File: src/rtl/cpu_pkg.sv
// Shared CPU pipeline constants: register index width, stage indices and the
// default stage at which load data first appears on the result bus.
package cpu_pkg;

    localparam int REG_ADDR_W           = 4;
    localparam int STG_EX               = 0;
    localparam int STG_ME               = 1;
    localparam int DEF_LOAD_READY_STAGE = STG_ME;

endpackage

File: src/rtl/fwd_port_select.sv
// Per-read-port bypass selection: finds the youngest in-flight producer of the
// requested register and reports whether its result can be forwarded yet.
module fwd_port_select
    import cpu_pkg::*;
#(
    parameter int DATA_W           = 16,
    parameter int ADDR_W           = REG_ADDR_W,
    parameter int STAGES           = 2,
    parameter int LOAD_READY_STAGE = DEF_LOAD_READY_STAGE
) (
    input  logic [STAGES-1:0]        tagValid,
    input  logic [STAGES*ADDR_W-1:0] tagAddr,
    input  logic [STAGES-1:0]        tagLoad,
    input  logic [ADDR_W-1:0]        rdAddr,
    input  logic [DATA_W-1:0]        rfData,
    input  logic [STAGES*DATA_W-1:0] stageResult,
    output logic                     hit,
    output logic                     ready,
    output logic [DATA_W-1:0]        data
);

    // The first match in stage order is the youngest producer; once found,
    // older matches are ignored even when the young one cannot forward yet.
    always_comb begin
        logic found;
        found = 1'b0;
        hit   = 1'b0;
        ready = 1'b1;
        data  = rfData;
        for (int k = 0; k < STAGES; k++) begin
            if (!found && tagValid[k] && (tagAddr[k*ADDR_W +: ADDR_W] == rdAddr)) begin
                found = 1'b1;
                if (tagLoad[k] && (k < LOAD_READY_STAGE)) begin
                    ready = 1'b0;
                end else begin
                    hit  = 1'b1;
                    data = stageResult[k*DATA_W +: DATA_W];
                end
            end
        end
    end

endmodule

File: src/rtl/fwd_hazard_unit.sv
// Forwarding and load-use hazard unit: tracks destination tags through the
// post-decode stages, bypasses operands per read port and stalls on load-use.
module fwd_hazard_unit
    import cpu_pkg::*;
#(
    parameter int DATA_W           = 16,
    parameter int ADDR_W           = REG_ADDR_W,
    parameter int STAGES           = 2,
    parameter int READ_PORTS       = 2,
    parameter int LOAD_READY_STAGE = DEF_LOAD_READY_STAGE,
    parameter int CNT_W            = 16
) (
    input  logic                         clk,
    input  logic                         rst,
    input  logic                         id_valid,
    input  logic                         id_wr_en,
    input  logic [ADDR_W-1:0]            id_wr_addr,
    input  logic                         id_is_load,
    input  logic [READ_PORTS*ADDR_W-1:0] id_rd_addr,
    input  logic [READ_PORTS-1:0]        id_rd_used,
    input  logic                         flush,
    input  logic [READ_PORTS*DATA_W-1:0] rf_data,
    input  logic [STAGES*DATA_W-1:0]     stage_result,
    output logic [READ_PORTS*DATA_W-1:0] fwd_data,
    output logic [READ_PORTS-1:0]        fwd_hit,
    output logic                         stall,
    output logic [CNT_W-1:0]             stall_count
);

    logic [STAGES-1:0]        tagValid;
    logic [STAGES*ADDR_W-1:0] tagAddr;
    logic [STAGES-1:0]        tagLoad;
    logic [READ_PORTS-1:0]    portReady;
    logic [READ_PORTS-1:0]    blocked;
    logic                     newValid;

    genvar p;
    generate
        for (p = 0; p < READ_PORTS; p++) begin : gPort
            fwd_port_select #(
                .DATA_W           (DATA_W),
                .ADDR_W           (ADDR_W),
                .STAGES           (STAGES),
                .LOAD_READY_STAGE (LOAD_READY_STAGE)
            ) uSelect (
                .tagValid    (tagValid),
                .tagAddr     (tagAddr),
                .tagLoad     (tagLoad),
                .rdAddr      (id_rd_addr[p*ADDR_W +: ADDR_W]),
                .rfData      (rf_data[p*DATA_W +: DATA_W]),
                .stageResult (stage_result),
                .hit         (fwd_hit[p]),
                .ready       (portReady[p]),
                .data        (fwd_data[p*DATA_W +: DATA_W])
            );
        end
    endgenerate

    // Tags clear asynchronously, so stall and hits drop the instant rst rises.
    assign blocked  = id_rd_used & ~portReady;
    assign stall    = id_valid & ~flush & (|blocked);
    assign newValid = id_valid & id_wr_en & ~flush & ~stall;

    always_ff @(posedge clk or posedge rst) begin
        if (rst) begin
            tagValid <= '0;
            tagAddr  <= '0;
            tagLoad  <= '0;
        end else begin
            tagValid[STG_EX]         <= newValid;
            tagAddr[0 +: ADDR_W]     <= id_wr_addr;
            tagLoad[STG_EX]          <= id_is_load;
            for (int k = STG_ME; k < STAGES; k++) begin
                tagValid[k]                 <= tagValid[k-1];
                tagAddr[k*ADDR_W +: ADDR_W] <= tagAddr[(k-1)*ADDR_W +: ADDR_W];
                tagLoad[k]                  <= tagLoad[k-1];
            end
        end
    end

    always_ff @(posedge clk or posedge rst) begin
        if (rst) begin
            stall_count <= '0;
        end else if (stall && (stall_count != '1)) begin
            stall_count <= stall_count + 1'b1;
        end
    end

endmodule

File: config.mk
export PLATFORM = sky130hd
export DESIGN_NAME = fwd_hazard_unit
export DESIGN_NICKNAME = d
export VERILOG_FILES = /design/src/rtl/cpu_pkg.sv /design/src/rtl/fwd_port_select.sv /design/src/rtl/fwd_hazard_unit.sv
export SDC_FILE = /design/constraint.sdc
export NUM_CORES = 1
export LEC_CHECK = 0
export ABC_AREA = 1
export CAP_MARGIN = 20
export CORE_MARGIN = 10
export CORE_UTILIZATION = 45
export DETAILED_ROUTE_END_ITERATION = 7
export GPL_TIMING_DRIVEN = 1
export HOLD_SLACK_MARGIN = 0.02
export PLACE_DENSITY_LB_ADDON = 0.12
export SLEW_MARGIN = 15
export SYNTH_ARGS = -nofsm -noshare
export SYNTH_HDL_FRONTEND = slang
export SYNTH_HIERARCHICAL = 1
export SYNTH_SLANG_ARGS = --single-unit
File: constraint.sdc
create_clock -name clk -period 3.2 [get_ports clk]
set_input_delay 0.96 -clock clk [delete_from_list [all_inputs] [get_ports clk]]
set_output_delay 0.96 -clock clk [all_outputs]
set_load 0.01 [all_outputs]
### Yosys cells after proc, flatten, opt, wreduce, memory -nomap -nowiden

Index checks and enable logic that the tools add are counted.

| storage, ports and cells | value |
|---|---|
| bits in registers | 27 |
| logic and storage cells | 44 |

| cells by class | value |
|---|---|
| add/sub/neg operators | 1 |
| eq/ne operators | 5 |
| mux-type cells | 15 |
| bitwise logic cells | 9 |
| reduce and logical (&&, ||, !) cells | 10 |

Operators with widths:

| kind | number |
|---|---|
| $mux W16 | 6 |
| $add A16 B1 Y16 const B | 1 |
| $eq A4 B4 Y1 | 4 |
| $ne A16 B16 Y1 const B | 1 |
| $mux W1 | 9 |
| $logic_and A1 B1 Y1 | 7 |
| $and A1 B1 Y1 | 5 |
| $and A2 B2 Y2 | 1 |
| $logic_not A1 Y1 | 2 |
| $not A1 Y1 | 2 |
| $not A2 Y2 | 1 |
| $reduce_or A2 Y1 | 1 |

### Logic depth before layout (Yosys ltp)

Gate-level depths: netlist of the first run.

| logic depth | value |
|---|---|
| word-level depth | 9 |
| gate-level depth with buffers | 15 |
| depth with buffers taken out | 13 |

### Modules after synthesis

Netlist of the first run, hierarchy kept.

Modules (own cells, without submodules):

| module | times used | cells each | area an instance (sq um) | sequential area each (sq um) |
|---|---|---|---|---|
| fwd_port_select | 2 | 192 | 997.2 | 0.0 |
| fwd_hazard_unit | 1 | 188 | 1446.4 | 700.7 |

### Least setup slack after synthesis of the first run

Ideal clock, no wire load.

| path | value |
|---|---|
| path kind | input to output |
| start | input port id_rd_addr[7] |
| end | output port stall |
| data arrival time | 2.027 ns |
| setup slack | 0.213 ns |
| cell stages on the path | 11 |
| buffers on the path | 1 |
| cells stage by stage | inv_2 > nand2_1 > nand2_1 > nor2_4 > buf_2 > nand4_1 > inv_1 > nand2_1 > nand2_1 > nand2_1 > inv_1 |

| on the way | value |
|---|---|
| longest elaborated chain between the ends | 7 |

Ends and longest elaborated chain:

| element | RTL line | RTL |
|---|---|---|
| start, declared | fwd_hazard_unit.sv:19 | `input logic [READ_PORTS*ADDR_W-1:0] id_rd_addr,` |
| $eq A4 B4 Y1 | fwd_port_select.sv:31 | `if (!found && tagValid[k] && (tagAddr[k*ADDR_W +: ADDR_W] == rdAddr)) begin` |
| $logic_and A1 B1 Y1 | fwd_port_select.sv:31 |  |
| $mux W1 | fwd_port_select.sv:31 |  |
| named net portReady[1] | fwd_hazard_unit.sv:33 | `logic [READ_PORTS-1:0] portReady;` |
| $not A2 Y2 | fwd_hazard_unit.sv:60 | `assign blocked = id_rd_used & ~portReady;` |
| $and A2 B2 Y2 | fwd_hazard_unit.sv:60 |  |
| $reduce_or A2 Y1 | fwd_hazard_unit.sv:61 | `assign stall = id_valid & ~flush & (\|blocked);` |
| $and A1 B1 Y1 | fwd_hazard_unit.sv:61 |  |
| end, declared | fwd_hazard_unit.sv:26 | `output logic stall,` |

The timed path passes the listed nets, and every way through them passes these cells.

### Worst setup path after layout of the first run

| path | value |
|---|---|
| start | input port id_rd_addr[6] |
| end | output port fwd_data[20] |

| on the way | value |
|---|---|
| longest elaborated chain between the ends | 7 |
| elaborated cells between the ends (all ways) | 9 |
| those cells by class | eq/ne (2); mux (3); reduce/logical (4) |

Ends and longest elaborated chain:

| element | RTL line | RTL |
|---|---|---|
| $eq A4 B4 Y1 | fwd_port_select.sv:31 |  |
| $logic_and A1 B1 Y1 | fwd_port_select.sv:31 |  |
| $mux W1 | fwd_port_select.sv:31 |  |
| $logic_not A1 Y1 | fwd_port_select.sv:31 |  |
| $logic_and A1 B1 Y1 (2 in series) | fwd_port_select.sv:31 |  |
| $mux W16 (*) | fwd_port_select.sv:31 |  |
| end, declared | fwd_hazard_unit.sv:24 | `output logic [READ_PORTS*DATA_W-1:0] fwd_data,` |

Every way passes the cells marked *; elsewhere a longest branch is shown, timed or not.

==> results of run 1 <==
-- repair_timing --
| action | in CTS | in global routing |
|---|---|---|
| endpoints found under the setup margin | 35 | 35 |
| cloned | 8 | 1 |
| endpoints found under the hold margin | 0 | 0 |
| resized for setup | 210 | 34 |
| pin swaps | 14 | 15 |
| buffers inserted | 17 | 2 |
-- sequential cells by signal, summed over array words and instances (netlist names) --
register and cells:
stall_count 16, tagAddr 8, tagValid 2, tagLoad 1
-- metrics by stage --
stage / area, µm² / util [%] / instances
6_report: 5495 / 74.96 / 836
5_1_grt: 5495 / 74.96 / 836
4_1_cts: 5366 / 73.20 / 834
3_5_place_dp: 4972 / 67.83 / 805
3_3_place_gp: 4972 / 67.83 / 805
2_1_floorplan: 3416 / - / 571
-- final cells by class --
| cell class | instances | area, µm² | share of cell area (%) |
|---|---|---|---|
| multi-input combinational | 445 | 2496 | 45.42 |
| timing repair buffer | 185 | 1863 | 33.90 |
| sequential | 27 | 676.9 | 12.32 |
| inverter | 76 | 285.3 | 5.191 |
| tap | 99 | 123.9 | 2.254 |
| clock buffer | 3 | 41.29 | 0.7514 |
| clock inverter | 1 | 8.758 | 0.1594 |
-- routing by layer --
metal | vias to the layer above | part of all wire (%)
met5 | - | 0
met4 | 0 | 2.7
met3 | 30 | 8.1
met2 | 193 | 50
met1 | 2015 | 39
li1 | 2141 | -
-- power groups by stage --
stage	combinational (mW)	sequential, mW	clock (mW)
floorplan	0.195	0.375	0
global placement	0.426	0.380	0
detailed placement	0.432	0.381	0
CTS	0.445	0.375	0.216
global route	0.504	0.378	0.224
finish	0.464	0.376	0.209
-- path summary, 6_finish.rpt --
| path | from | to | slack (ns) | cells after the start |
|---|---|---|---|---|
| hold / removal | tagAddr[1] | tagAddr[5] | 0.50 | 0 |
| hold reg to reg | tagAddr[1] | tagAddr[5] | 0.50 | 0 |
| setup / recovery | id_rd_addr[6] | fwd_data[20] | 0.04 | 9 |
| max in group asynchronous | rst | tagLoad[0] | 1.90 | 3 |
| setup reg to reg | tagAddr[1] | stall_count[3] | 1.11 | 14 |
| min in group asynchronous | rst | stall_count[10] | 1.02 | 3 |
==> flow_summary.yaml, run 1 <==
timing:
  relSlewSlack_pct: 72.60
  final.setup.worst_slack_ns: 0.04114
  skew_ns: 0.005355
  setup_tns_ns: 0
  tightest_slew_ns: 0.4100
  setup_viol: 0
  max_clock_freq_ghz: 0.3166
  whs_ns: 0.4954
  period_minus_slack_ns: 3.159
  period_share_pct: 98.71
  drv_slew: 0
  hold_viol: 0
status:
  status: "finished, final reports clean"
detailed_routing:
  vias: 4379
  via_per_inst: 5.238
  postRouteWirelength_um: 13480
  wire_per_inst_um: 16.12
  drc: 0
  dr.pass1.iters: 4
  drt_iter0_drc: 268
  ant_nets: 0
cts:
  cts-buffers-inserted: 3
  cts_tree: "done"
  clk_pin_slew_ns: 0.09
  insertion_delay_ns: 0.29
  htreeDepth: 1
  clk_path_buf_depth: 2
  hold_buffers: 0
  cts_sinks: 27
  cts-root-buf: "clkbuf_8"
setup_path:
  path_cells: "buf_2 > buf_6 > xnor2_4 > nand3_4 > buf_12 > nand2_8 > nand2_1 > nand2_1 > buf_2"
  cp_slowest_cell: "buf_12"
  cp_slowest_stage_delay_ns: 0.21
  cp.required_ns: 2.24
  end_kind: "output port"
  crit_fanout: 8
  worst-path-buf-inv: 4
  arrival_ns: 2.20
  startpoint_type: "input port"
  path_class: "input port to output port"
  cp_top_family: "buffers and inverters"
cells_and_area:
  final_cell_mix: "nand2_1, clkdlybuf4s50_1, inv_1"
  diodes: 0
  drive_gt1_share_pct: 28.77
  area_delta_synth_final_pct: 60.88
  nFillCells: 548
  layout.nets: 823
  final_common_cell: "nand2_1"
power_and_ir_drop:
  p_sw_mw: 0.3686
  finalPower_mw: 1.049
  pwr-share-comb_pct: 44.2
  p_leak_nw: 2.792
  p_int_mw: 0.6804
  peakVddDrop_uv: 327.4
  p_clk_share_pct: 20.0
  power_frac_seq_pct: 35.8
  pwr_density_cell_nw_per_um2: 190.9
  p_sw_share_pct: 35.14
grt:
  overflow: 0
  grt_max_degree: 34
  grt_util_met1_pct: 25.58
  grt_use_met3_pct: 4.910
  grt_pass1_vias: 4190
  grt_pass1_wl_um: 21070
  use_met2_pct: 39.27
  top_usage_layer: "met2"
  grt_use_total_pct: 22.09
  antenna_found_initial: 0
die:
  die_width_um: 107.1
  core_area_um2: 7331
  die-area_um2: 11480
  num_rows: 31
  ioPinCount: 135
  die_y_um: 107.1
  initial_core_util_pct: 46.59
placed_design:
  dp_hpwl_um: 9629
  io_buffers: 134
  gp_congestion: 0.8794
  pre_cts_ws_ns: -0.6621
synth:
  syn_inst: 571
  yosys_warnings: 6
  syn-cell-area_um2: 3416
  syn_nets: 656
  syn_avg_cell_area_um2: 5.982
run:
  maxCapViolCount: 0
hold_path:
  min_path_type: "flop to flop"
Power figures use the tool's default switching activity.
==> run 2, diff against run 1 <==
--- a/config.mk
+++ b/config.mk
@@ -7,7 +7,7 @@
 export LEC_CHECK = 0
 export ABC_AREA = 1
 export CAP_MARGIN = 20
-export CORE_MARGIN = 10
+export CORE_MARGIN = 2
 export CORE_UTILIZATION = 45
 export DETAILED_ROUTE_END_ITERATION = 7
 export GPL_TIMING_DRIVEN = 1
==> run 2 against run 1 <==
Sequential cell count unchanged. Cell count shrank 0.24%. Setup slack gained 0.0060 ns. Via count down 2.3%. Wire length fell by 10%. Die area is 28% lower. Power shrank 1.4%. Hold slack worse by 0.016 ns. Clock power hardly changed. First-iteration DRC count decreased by 1.1%. Register-to-register slack about the same. Critical path type unchanged. Largest power group unchanged. Highest routed layer unchanged.
==> flow_summary.yaml, run 2 (synthesis results as in run 1) <==
status:
  status: "finished, final reports clean"
die:
  die-area_um2: 8304
  initial_core_util_pct: 46.84
  num_rows: 31
  die_width_um: 91.13
  core_area_um2: 7292
  die_y_um: 91.13
  ioPinCount: 135
timing:
  period_minus_slack_ns: 3.153
  skew_ns: 0.002330
  hold_viol: 0
  setup_viol: 0
  tightest_slew_ns: 0.4214
  relSlewSlack_pct: 71.84
  whs_ns: 0.4795
  setup_tns_ns: 0
  final.setup.worst_slack_ns: 0.04718
  period_share_pct: 98.53
  drv_slew: 0
  max_clock_freq_ghz: 0.3172
detailed_routing:
  drt_iter0_drc: 265
  wire_per_inst_um: 14.54
  postRouteWirelength_um: 12130
  ant_nets: 0
  drc: 0
  vias: 4280
  dr.pass1.iters: 5
  via_per_inst: 5.132
cells_and_area:
  diodes: 0
  top_regs: "stall_count: 16 flops, tagAddr: 8 flops, tagValid: 2 flops"
  fin_util_pct: 73.78
  final_common_cell: "nand2_1"
  area_delta_synth_final_pct: 57.51
  drive_gt1_share_pct: 25.99
  seq_area_um2: 676.9
  nFillCells: 605
  layout.nets: 821
  finalNonFillerCells: 834
  multi_input_area_um2: 2375
  final_cell_mix: "nand2_1, clkdlybuf4s50_1, inv_1"
  largest_reg_flops: 16
  design_area_um2: 5380
  top_register: "stall_count"
cts:
  clk_pin_slew_ns: 0.10
  htreeDepth: 1
  cts_tree: "done"
  hold_buffers: 0
  cts-buffers-inserted: 3
  insertion_delay_ns: 0.28
  cts_sinks: 27
  clk_path_buf_depth: 2
  cts-root-buf: "clkbuf_8"
power_and_ir_drop:
  power_frac_seq_pct: 36.3
  p_leak_nw: 2.795
  finalPower_mw: 1.034
  peakVddDrop_uv: 300.2
  pwr-share-comb_pct: 43.5
  p_sw_share_pct: 34.92
  p_sw_mw: 0.3610
  p_clk_share_pct: 20.2
  pwr_density_cell_nw_per_um2: 192.2
  p_int_mw: 0.6729
grt:
  grt_pass1_vias: 4084
  grt_max_degree: 29
  antenna_found_initial: 0
  overflow: 0
  grt_pass1_wl_um: 19530
  grt_use_total_pct: 28.43
setup_path:
  startpoint_type: "input port"
  arrival_ns: 2.19
  cp.required_ns: 2.24
  crit_fanout: 11
  path_class: "input port to output port"
  end_kind: "output port"
placed_design:
  gp_congestion: 0.8742
  dpl-instance-area_um2: 4977
  dp_hpwl_um: 8611
  io_buffers: 134
  pre_cts_ws_ns: -0.7052
  dp_cells: 804
hold_path:
  min_path_type: "flop to flop"
run:
  maxCapViolCount: 0
-- run 2: path summary, 6_finish.rpt --
check                      slack, ns           from              to  cells past startpoint
max reg2reg                     1.10     tagAddr[0]  stall_count[4]                     14
min                             0.48     tagAddr[1]      tagAddr[5]                      0
max in group asynchronous       1.91            rst      tagLoad[0]                      3
min reg2reg                     0.48     tagAddr[1]      tagAddr[5]                      0
min in group asynchronous       1.02            rst      tagAddr[3]                      3
max                             0.05  id_rd_addr[2]    fwd_data[14]                      9
-- run 2: power by group through the flow --
| stage | sequential [mW] | combinational (mW) | clock [mW] |
|---|---|---|---|
| floorplan | 0.375 | 0.195 | 0 |
| CTS | 0.374 | 0.439 | 0.211 |
| finish | 0.375 | 0.450 | 0.209 |
| global placement | 0.380 | 0.425 | 0 |
| detailed placement | 0.380 | 0.430 | 0 |
| global route | 0.377 | 0.485 | 0.227 |
-- run 2: cell type report --
cell class / count / share of cell area (%)
Sequential cell: 27 / 12.58
Timing Repair Buffer: 185 / 34.74
Clock inverter: 1 / 0.1628
Clock buffer: 3 / 0.7674
Inverter: 76 / 5.302
Multi-Input combinational cell: 443 / 44.14
Tap cell: 99 / 2.302
-- run 2: per-layer routing --
metal,vias to the layer above,part of all wire (%),global-route usage (%)
met5,-,0,0
met4,0,2.1,9.343
met3,20,7.0,3.817
met2,190,50,52.10
met1,1940,40,34.04
li1,2130,-,-
-- run 2: critical path: stages --
cell and delay (ns):
buf_2 0.15, xnor2_4 0.20, buf_4 0.16, buf_4 0.17, nand4_1 0.10, nand2_1 0.10
nand2_2 0.07, nand2_2 0.06, clkdlybuf4s15_1 0.23
-- run 2: what timing repair did --
item	in CTS	in global routing
pin swaps	18	11
setup endpoints to repair	35	27
setup buffers	18	1
resized for setup	189	20
gates cloned	7	0
